==> config.mk <==
export PLATFORM = sky130hd
export DESIGN_NAME = ysyx_25030093_mem_arbiter
export DESIGN_NICKNAME = d
export VERILOG_FILES = /design/src/rtl/ysyx_25030093_pkg.sv /design/src/rtl/ysyx_25030093_wdog.sv /design/src/rtl/ysyx_25030093_mem_arbiter.sv
export SDC_FILE = /design/constraint.sdc
export NUM_CORES = 1
export LEC_CHECK = 0
export CELL_PAD_IN_SITES_DETAIL_PLACEMENT = 1
export CELL_PAD_IN_SITES_GLOBAL_PLACEMENT = 2
export CORE_ASPECT_RATIO = 0.5
export CORE_MARGIN = 3
export CORE_UTILIZATION = 24
export CTS_BUF_LIST = sky130_fd_sc_hd__clkbuf_4 sky130_fd_sc_hd__clkbuf_8
export DETAILED_ROUTE_END_ITERATION = 10
export GPL_TIMING_DRIVEN = 0
export PLACE_DENSITY_LB_ADDON = 0.1
export SETUP_SLACK_MARGIN = 0.4
export SKIP_CTS_REPAIR_TIMING = 1
export SYNTH_ARGS = -nofsm -noshare
export SYNTH_HDL_FRONTEND = slang
export SYNTH_SLANG_ARGS = --single-unit
==> constraint.sdc <==
create_clock -name clock -period 5.4 [get_ports clock]
set_clock_uncertainty 0.05 [all_clocks]
set_input_delay 1.62 -clock clock [delete_from_list [all_inputs] [get_ports clock]]
set_output_delay 1.62 -clock clock [all_outputs]
set_load 0.01 [all_outputs]
==> src/rtl/ysyx_25030093_pkg.sv <==
// Shared types and constants for the memory arbiter slice.
package ysyx_25030093_pkg;

    typedef enum logic [1:0] {
        ST_IDLE = 2'd0,
        ST_REQ  = 2'd1,
        ST_DONE = 2'd2
    } arb_state_e;

    typedef enum logic {
        OWN_IFU = 1'b0,
        OWN_LSU = 1'b1
    } owner_e;

    // Instruction fetches are always full-word accesses
    localparam logic [1:0] IFU_SIZE = 2'b10;

endpackage

==> src/rtl/ysyx_25030093_wdog.sv <==
// Request watchdog: counts enabled cycles since the last clear and flags
// the cycle in which the TIMEOUT_CYC-th enabled cycle is reached.
// TIMEOUT_CYC = 0 never expires.
module ysyx_25030093_wdog #(
    parameter int unsigned TIMEOUT_CYC = 1024
) (
    input  logic clock,
    input  logic reset,
    input  logic clear,
    input  logic enable,
    output logic expired
);

    localparam int unsigned   CW   = (TIMEOUT_CYC > 1) ? $clog2(TIMEOUT_CYC + 1) : 1;
    localparam logic [CW-1:0] LAST = CW'(TIMEOUT_CYC - 1);

    logic [CW-1:0] count;

    // Cycle counter, restarted whenever a new request is granted
    always_ff @(posedge clock) begin
        if (reset || clear) begin
            count <= '0;
        end else if (enable && !expired) begin
            count <= count + CW'(1);
        end
    end

    // count holds the number of completed enabled cycles, so the current
    // cycle is the TIMEOUT_CYC-th one when count equals TIMEOUT_CYC-1
    assign expired = (TIMEOUT_CYC != 0) && enable && (count == LAST);

endmodule

==> src/rtl/ysyx_25030093_mem_arbiter.sv <==
// Two-master (IFU/LSU) arbiter onto a single downstream memory port.
// LSU has priority; one transaction in flight at a time; a watchdog
// terminates a silent request with zero data and a sticky bus_err.
module ysyx_25030093_mem_arbiter #(
    parameter int unsigned TIMEOUT_CYC = 1024
) (
    input  logic        clock,
    input  logic        reset,
    input  logic        ifu_reqValid,
    input  logic [31:0] ifu_addr,
    output logic        ifu_respValid,
    output logic [31:0] ifu_rdata,
    input  logic        lsu_reqValid,
    input  logic [31:0] lsu_addr,
    input  logic [1:0]  lsu_size,
    input  logic        lsu_wen,
    input  logic [31:0] lsu_wdata,
    input  logic [3:0]  lsu_wmask,
    output logic        lsu_respValid,
    output logic [31:0] lsu_rdata,
    output logic        mem_reqValid,
    output logic [31:0] mem_addr,
    output logic [1:0]  mem_size,
    output logic        mem_wen,
    output logic [31:0] mem_wdata,
    output logic [3:0]  mem_wmask,
    input  logic        mem_respValid,
    input  logic [31:0] mem_rdata,
    output logic        bus_err
);
    import ysyx_25030093_pkg::*;

    arb_state_e  state;
    owner_e      owner;
    logic        guard_valid;
    owner_e      guard_owner;
    logic [31:0] capture;

    logic ifu_elig;
    logic lsu_elig;
    logic grant;
    logic in_req;
    logic wd_expired;
    logic req_end;

    // Eligibility after the served-port guard, and end-of-request detection
    always_comb begin
        ifu_elig = ifu_reqValid && !(guard_valid && (guard_owner == OWN_IFU));
        lsu_elig = lsu_reqValid && !(guard_valid && (guard_owner == OWN_LSU));
        grant    = (state == ST_IDLE) && (ifu_elig || lsu_elig);
        in_req   = (state == ST_REQ);
        req_end  = in_req && (mem_respValid || wd_expired);
    end

    ysyx_25030093_wdog #(
        .TIMEOUT_CYC(TIMEOUT_CYC)
    ) u_wdog (
        .clock  (clock),
        .reset  (reset),
        .clear  (grant),
        .enable (in_req),
        .expired(wd_expired)
    );

    assign ifu_rdata = capture;
    assign lsu_rdata = capture;

    // Arbitration FSM with registered downstream payload and response pulses
    always_ff @(posedge clock) begin
        if (reset) begin
            state         <= ST_IDLE;
            owner         <= OWN_IFU;
            guard_valid   <= 1'b0;
            guard_owner   <= OWN_IFU;
            capture       <= '0;
            ifu_respValid <= 1'b0;
            lsu_respValid <= 1'b0;
            mem_reqValid  <= 1'b0;
            mem_addr      <= '0;
            mem_size      <= '0;
            mem_wen       <= 1'b0;
            mem_wdata     <= '0;
            mem_wmask     <= '0;
            bus_err       <= 1'b0;
        end else begin
            case (state)
                ST_IDLE: begin
                    guard_valid <= 1'b0;
                    if (lsu_elig) begin
                        owner        <= OWN_LSU;
                        mem_addr     <= lsu_addr;
                        mem_size     <= lsu_size;
                        mem_wen      <= lsu_wen;
                        mem_wdata    <= lsu_wdata;
                        mem_wmask    <= lsu_wen ? lsu_wmask : 4'h0;
                        mem_reqValid <= 1'b1;
                        state        <= ST_REQ;
                    end else if (ifu_elig) begin
                        owner        <= OWN_IFU;
                        mem_addr     <= ifu_addr;
                        mem_size     <= IFU_SIZE;
                        mem_wen      <= 1'b0;
                        mem_wdata    <= '0;
                        mem_wmask    <= 4'h0;
                        mem_reqValid <= 1'b1;
                        state        <= ST_REQ;
                    end
                end
                ST_REQ: begin
                    // A response arriving in the timeout cycle takes precedence
                    if (req_end) begin
                        capture       <= mem_respValid ? mem_rdata : '0;
                        bus_err       <= bus_err | ~mem_respValid;
                        ifu_respValid <= (owner == OWN_IFU);
                        lsu_respValid <= (owner == OWN_LSU);
                        mem_reqValid  <= 1'b0;
                        state         <= ST_DONE;
                    end
                end
                ST_DONE: begin
                    ifu_respValid <= 1'b0;
                    lsu_respValid <= 1'b0;
                    guard_valid   <= 1'b1;
                    guard_owner   <= owner;
                    state         <= ST_IDLE;
                end
                default: begin
                    state <= ST_IDLE;
                end
            endcase
        end
    end

endmodule

==> impl_metrics.toml <==
[status]
outcome = "finished clean"

[die]
die_area_mm2 = 0.0216
die_x_um = 205
num_rows = 35
floorplan.initialDensity = 0.251
fp.dieH_um = 105
core_mm2 = 0.0189
io-pin-count = 279

[clock_network]
ctsHtreeMaxLevel = 4
cts.path.max_buffers = 2
clock_sink_count = 123
tritoncts = "done"
cts_root_buffer = "sky130_fd_sc_hd__clkbuf_8"
cts_buffers = 17
cts.reportedPaths.clkPinSlew_ps = 80
clock_insertion_delay_worst_skew_ps = 430

[route]
ant_nets = 0
routed_via_density = 4.49
first_pass_iters = 4
num_vias = 4503
route.final.wire_length_um = 17500
drc = 0
detail_route.iter0.violations = 111
wire_per_inst_um = 17.4

[pwr]
powerDensity_mw_per_mm2 = 300
vdd_drop_max_uv = 146
p_leak_nw = 3.25
total_power_mw = 2.49

[min_path]
worstHoldPathCells = 1
hold_path_class = "reg -> reg"

[grt]
gr-usage-met2 = 0.257
globalRoute.totalOverflow = 0
grtUsageTotal = 0.160
grt_util_met1 = 0.196
number_of_antenna_violations_at_the_first_check_in_global_routing = 0
busiest_layer = "met2"
grt_start_max_net_pins = 17
wire_length_of_the_first_global_routing_pass_um = 26800
first_global_vias = 4716
global_route.usage.met3 = 0.0654

[setup_path]
critical_path_peak_fanout = 10
crit_buf_inv = 4
path_class = "in -> reg"
critPathTopFamily = "buffers and inverters"
ff2ff_path_depth = 6
crit_path_end_kind = "register"
path_depth = 7
cpMostUsedCell = "sky130_fd_sc_hd__buf_2"
cpMaxStageDelayCell = "sky130_fd_sc_hd__clkdlybuf4s50_1"
worst-endpoint-required_ps = 5720
crit_path_cell_trace = "clkdlybuf4s50_1 > a21boi_0 > buf_2 > nor4b_2 > buf_2 > buf_2 > a22o_1"
setup.worst_path.start_class = "input port"
timing.critical_path.slowest_cell_delay_ps = 490
arrival_time_worst_endpoint_ps = 3700

[yosys]
syn_area_mm2 = 0.00474
synth-main-ff-cell = "sky130_fd_sc_hd__dfxtp_1"
yosys_register_bits = 123
area_share_of_the_largest_cell_type_after_synthesis = 0.520
async_sr_flop_fraction = 0
synth_top_cells_by_area = "sky130_fd_sc_hd__dfxtp_1 (52%), sky130_fd_sc_hd__a22o_1 (12%), sky130_fd_sc_hd__mux2i_1 (7.6%), sky130_fd_sc_hd__buf_4 (5.4%), sky130_fd_sc_hd__a211oi_1 (3.6%)"
yosys.area.top_type = "sky130_fd_sc_hd__dfxtp_1"
synthesis.yosys.warnings = 0
synth_cell_types = 41
synth_fp_nets = 577
synth_edf_count = 0
syn_area_per_cell_um2 = 10.9
seq_area_frac_synth = 0.520
syn-instance-count = 436

[sta]
slew_headroom = 0.545
rsz0062_at_grt = "false"
finalWorstPathRequiredPeriod_ps = 3380
timing.final.hold_violations = 0
setup_total_negative_slack_ps = 0
fmax_mhz = 296
layout_worst_path_cycle_share = 0.627
timing_worst_slew_pin_value_ps = 683
report.final.slew_viol_count = 0
final_critical_path_setup_slack_ps = 2020
setup_viol_count_final = 0

[finish]
drive_gt1_frac = 0.130
final_net_count = 873
layout.filler_cells = 2074
antenna_cells_inserted = 0
syn_to_final_growth_pct = 75.0

[job]
cap_viol_max_count = 0

[place]
placement.setup.worst_slack_ps = 1550
place_congestion = 0.735
post-dp-hpwl_um = 13700
numPortBuffers = 277
[stage by stage]
step	std cells	util	instance area, µm²	hold slack (ps)
finish	1004	0.439	8290	428
global route	1004	0.439	8290	444
floorplan	436	-	4740	383
CTS	1004	0.439	8290	429
detailed placement	972	0.415	7830	408
global placement	972	0.415	7830	400
[layer usage]
metal / wire length (µm) / part of all wire / vias up
li1: - / - / 2170
met1: 7690 / 0.44 / 2168
met2: 7940 / 0.45 / 151
met3: 1610 / 0.092 / 14
met4: 218 / 0.012 / 0
met5: 0 / 0 / -
[Yosys cell counts (3+ instances only)]
| master | n |
|---|---|
| sky130_fd_sc_hd__buf_2 | 18 |
| sky130_fd_sc_hd__buf_4 | 34 |
| sky130_fd_sc_hd__nor2_1 | 46 |
| sky130_fd_sc_hd__clkbuf_1 | 12 |
| sky130_fd_sc_hd__a32o_1 | 4 |
| sky130_fd_sc_hd__nand3_1 | 4 |
| sky130_fd_sc_hd__and3_1 | 3 |
| sky130_fd_sc_hd__a21oi_1 | 6 |
| sky130_fd_sc_hd__o31ai_1 | 4 |
| sky130_fd_sc_hd__a211oi_2 | 10 |
| sky130_fd_sc_hd__dfxtp_1 | 123 |
| sky130_fd_sc_hd__mux2i_1 | 36 |
| sky130_fd_sc_hd__a22o_1 | 67 |
| sky130_fd_sc_hd__nand2_1 | 8 |
| sky130_fd_sc_hd__a211oi_1 | 23 |
| sky130_fd_sc_hd__inv_1 | 4 |
| sky130_fd_sc_hd__xor2_1 | 3 |
[registers in the layout (all words and copies together) (netlist names)]
register / count
ifu_rdata: 32
mem_addr: 32
mem_wdata: 32
u_wdog.count: 11
mem_wmask: 4
mem_size: 2
state: 2
bus_err: 1
guard_owner: 1
guard_valid: 1
ifu_respValid: 1
lsu_respValid: 1
mem_reqValid: 1
mem_wen: 1
owner: 1
[cell families after synthesis]
kind of cell / after synthesis / share of synthesized area
xor+xnor: 3 / 0.00555
mux: 37 / 0.0784
buf+inv: 68 / 0.0856
simple gates: 77 / 0.0755
compound gates: 127 / 0.232
flops: 123 / 0.520
fa+ha+maj: 1 / 0.00264
[worst reg2reg max path, stage by stage (launching register included)]
cell and delay [ps]:
sky130_fd_sc_hd__dfxtp_1 380, sky130_fd_sc_hd__ha_1 220, sky130_fd_sc_hd__nand3_1 190, sky130_fd_sc_hd__o31ai_1 380
sky130_fd_sc_hd__a21oi_1 250, sky130_fd_sc_hd__buf_2 260, sky130_fd_sc_hd__a22o_1 250
[final timing paths]
| path | startpoint | end | slack (ps) |
|---|---|---|---|
| setup reg to reg | u_wdog.count[0] | ifu_rdata[29] | 3310 |
| hold reg to reg | mem_wmask[2] | mem_wmask[2] | 430 |
| hold / removal | mem_wmask[2] | mem_wmask[2] | 430 |
| setup / recovery | lsu_reqValid | mem_wdata[0] | 2020 |
[report_power, final]
part | leakage, nW | switching (mW) | internal, mW
logic | 2.01 | 0.224 | 0.317
clock network | 0.233 | 0.363 | 0.559
registers | 1.01 | 0.0457 | 0.980
total | 3.25 | 0.633 | 1.86
[cell type report]
class | count | area (µm²) | share of cell area
timing repair buffer | 277 | 2770 | 0.334
buffer | 64 | 390 | 0.0471
clock inverter | 5 | 103 | 0.0124
sequential | 123 | 2460 | 0.297
inverter | 4 | 15.0 | 0.00181
tap | 259 | 324 | 0.0391
multi-input combinational | 245 | 1870 | 0.226
clock buffer | 27 | 353 | 0.0426
[placed cells by master (no fill, tap or decap), types with 10 or more instances in the layout]
cell                              Yosys  final
sky130_fd_sc_hd__nor2_1              46     46
sky130_fd_sc_hd__buf_4               34     34
sky130_fd_sc_hd__a22o_1              67     67
sky130_fd_sc_hd__a211oi_1            23     23
sky130_fd_sc_hd__clkbuf_1            12     12
sky130_fd_sc_hd__mux2i_1             36     36
sky130_fd_sc_hd__clkbuf_8             0     24
sky130_fd_sc_hd__clkdlybuf4s50_1      0    277
sky130_fd_sc_hd__a211oi_2            10     10
sky130_fd_sc_hd__buf_2               18     18
sky130_fd_sc_hd__dfxtp_1            123    123
No activity file was read; power rests on OpenSTA's default activity.
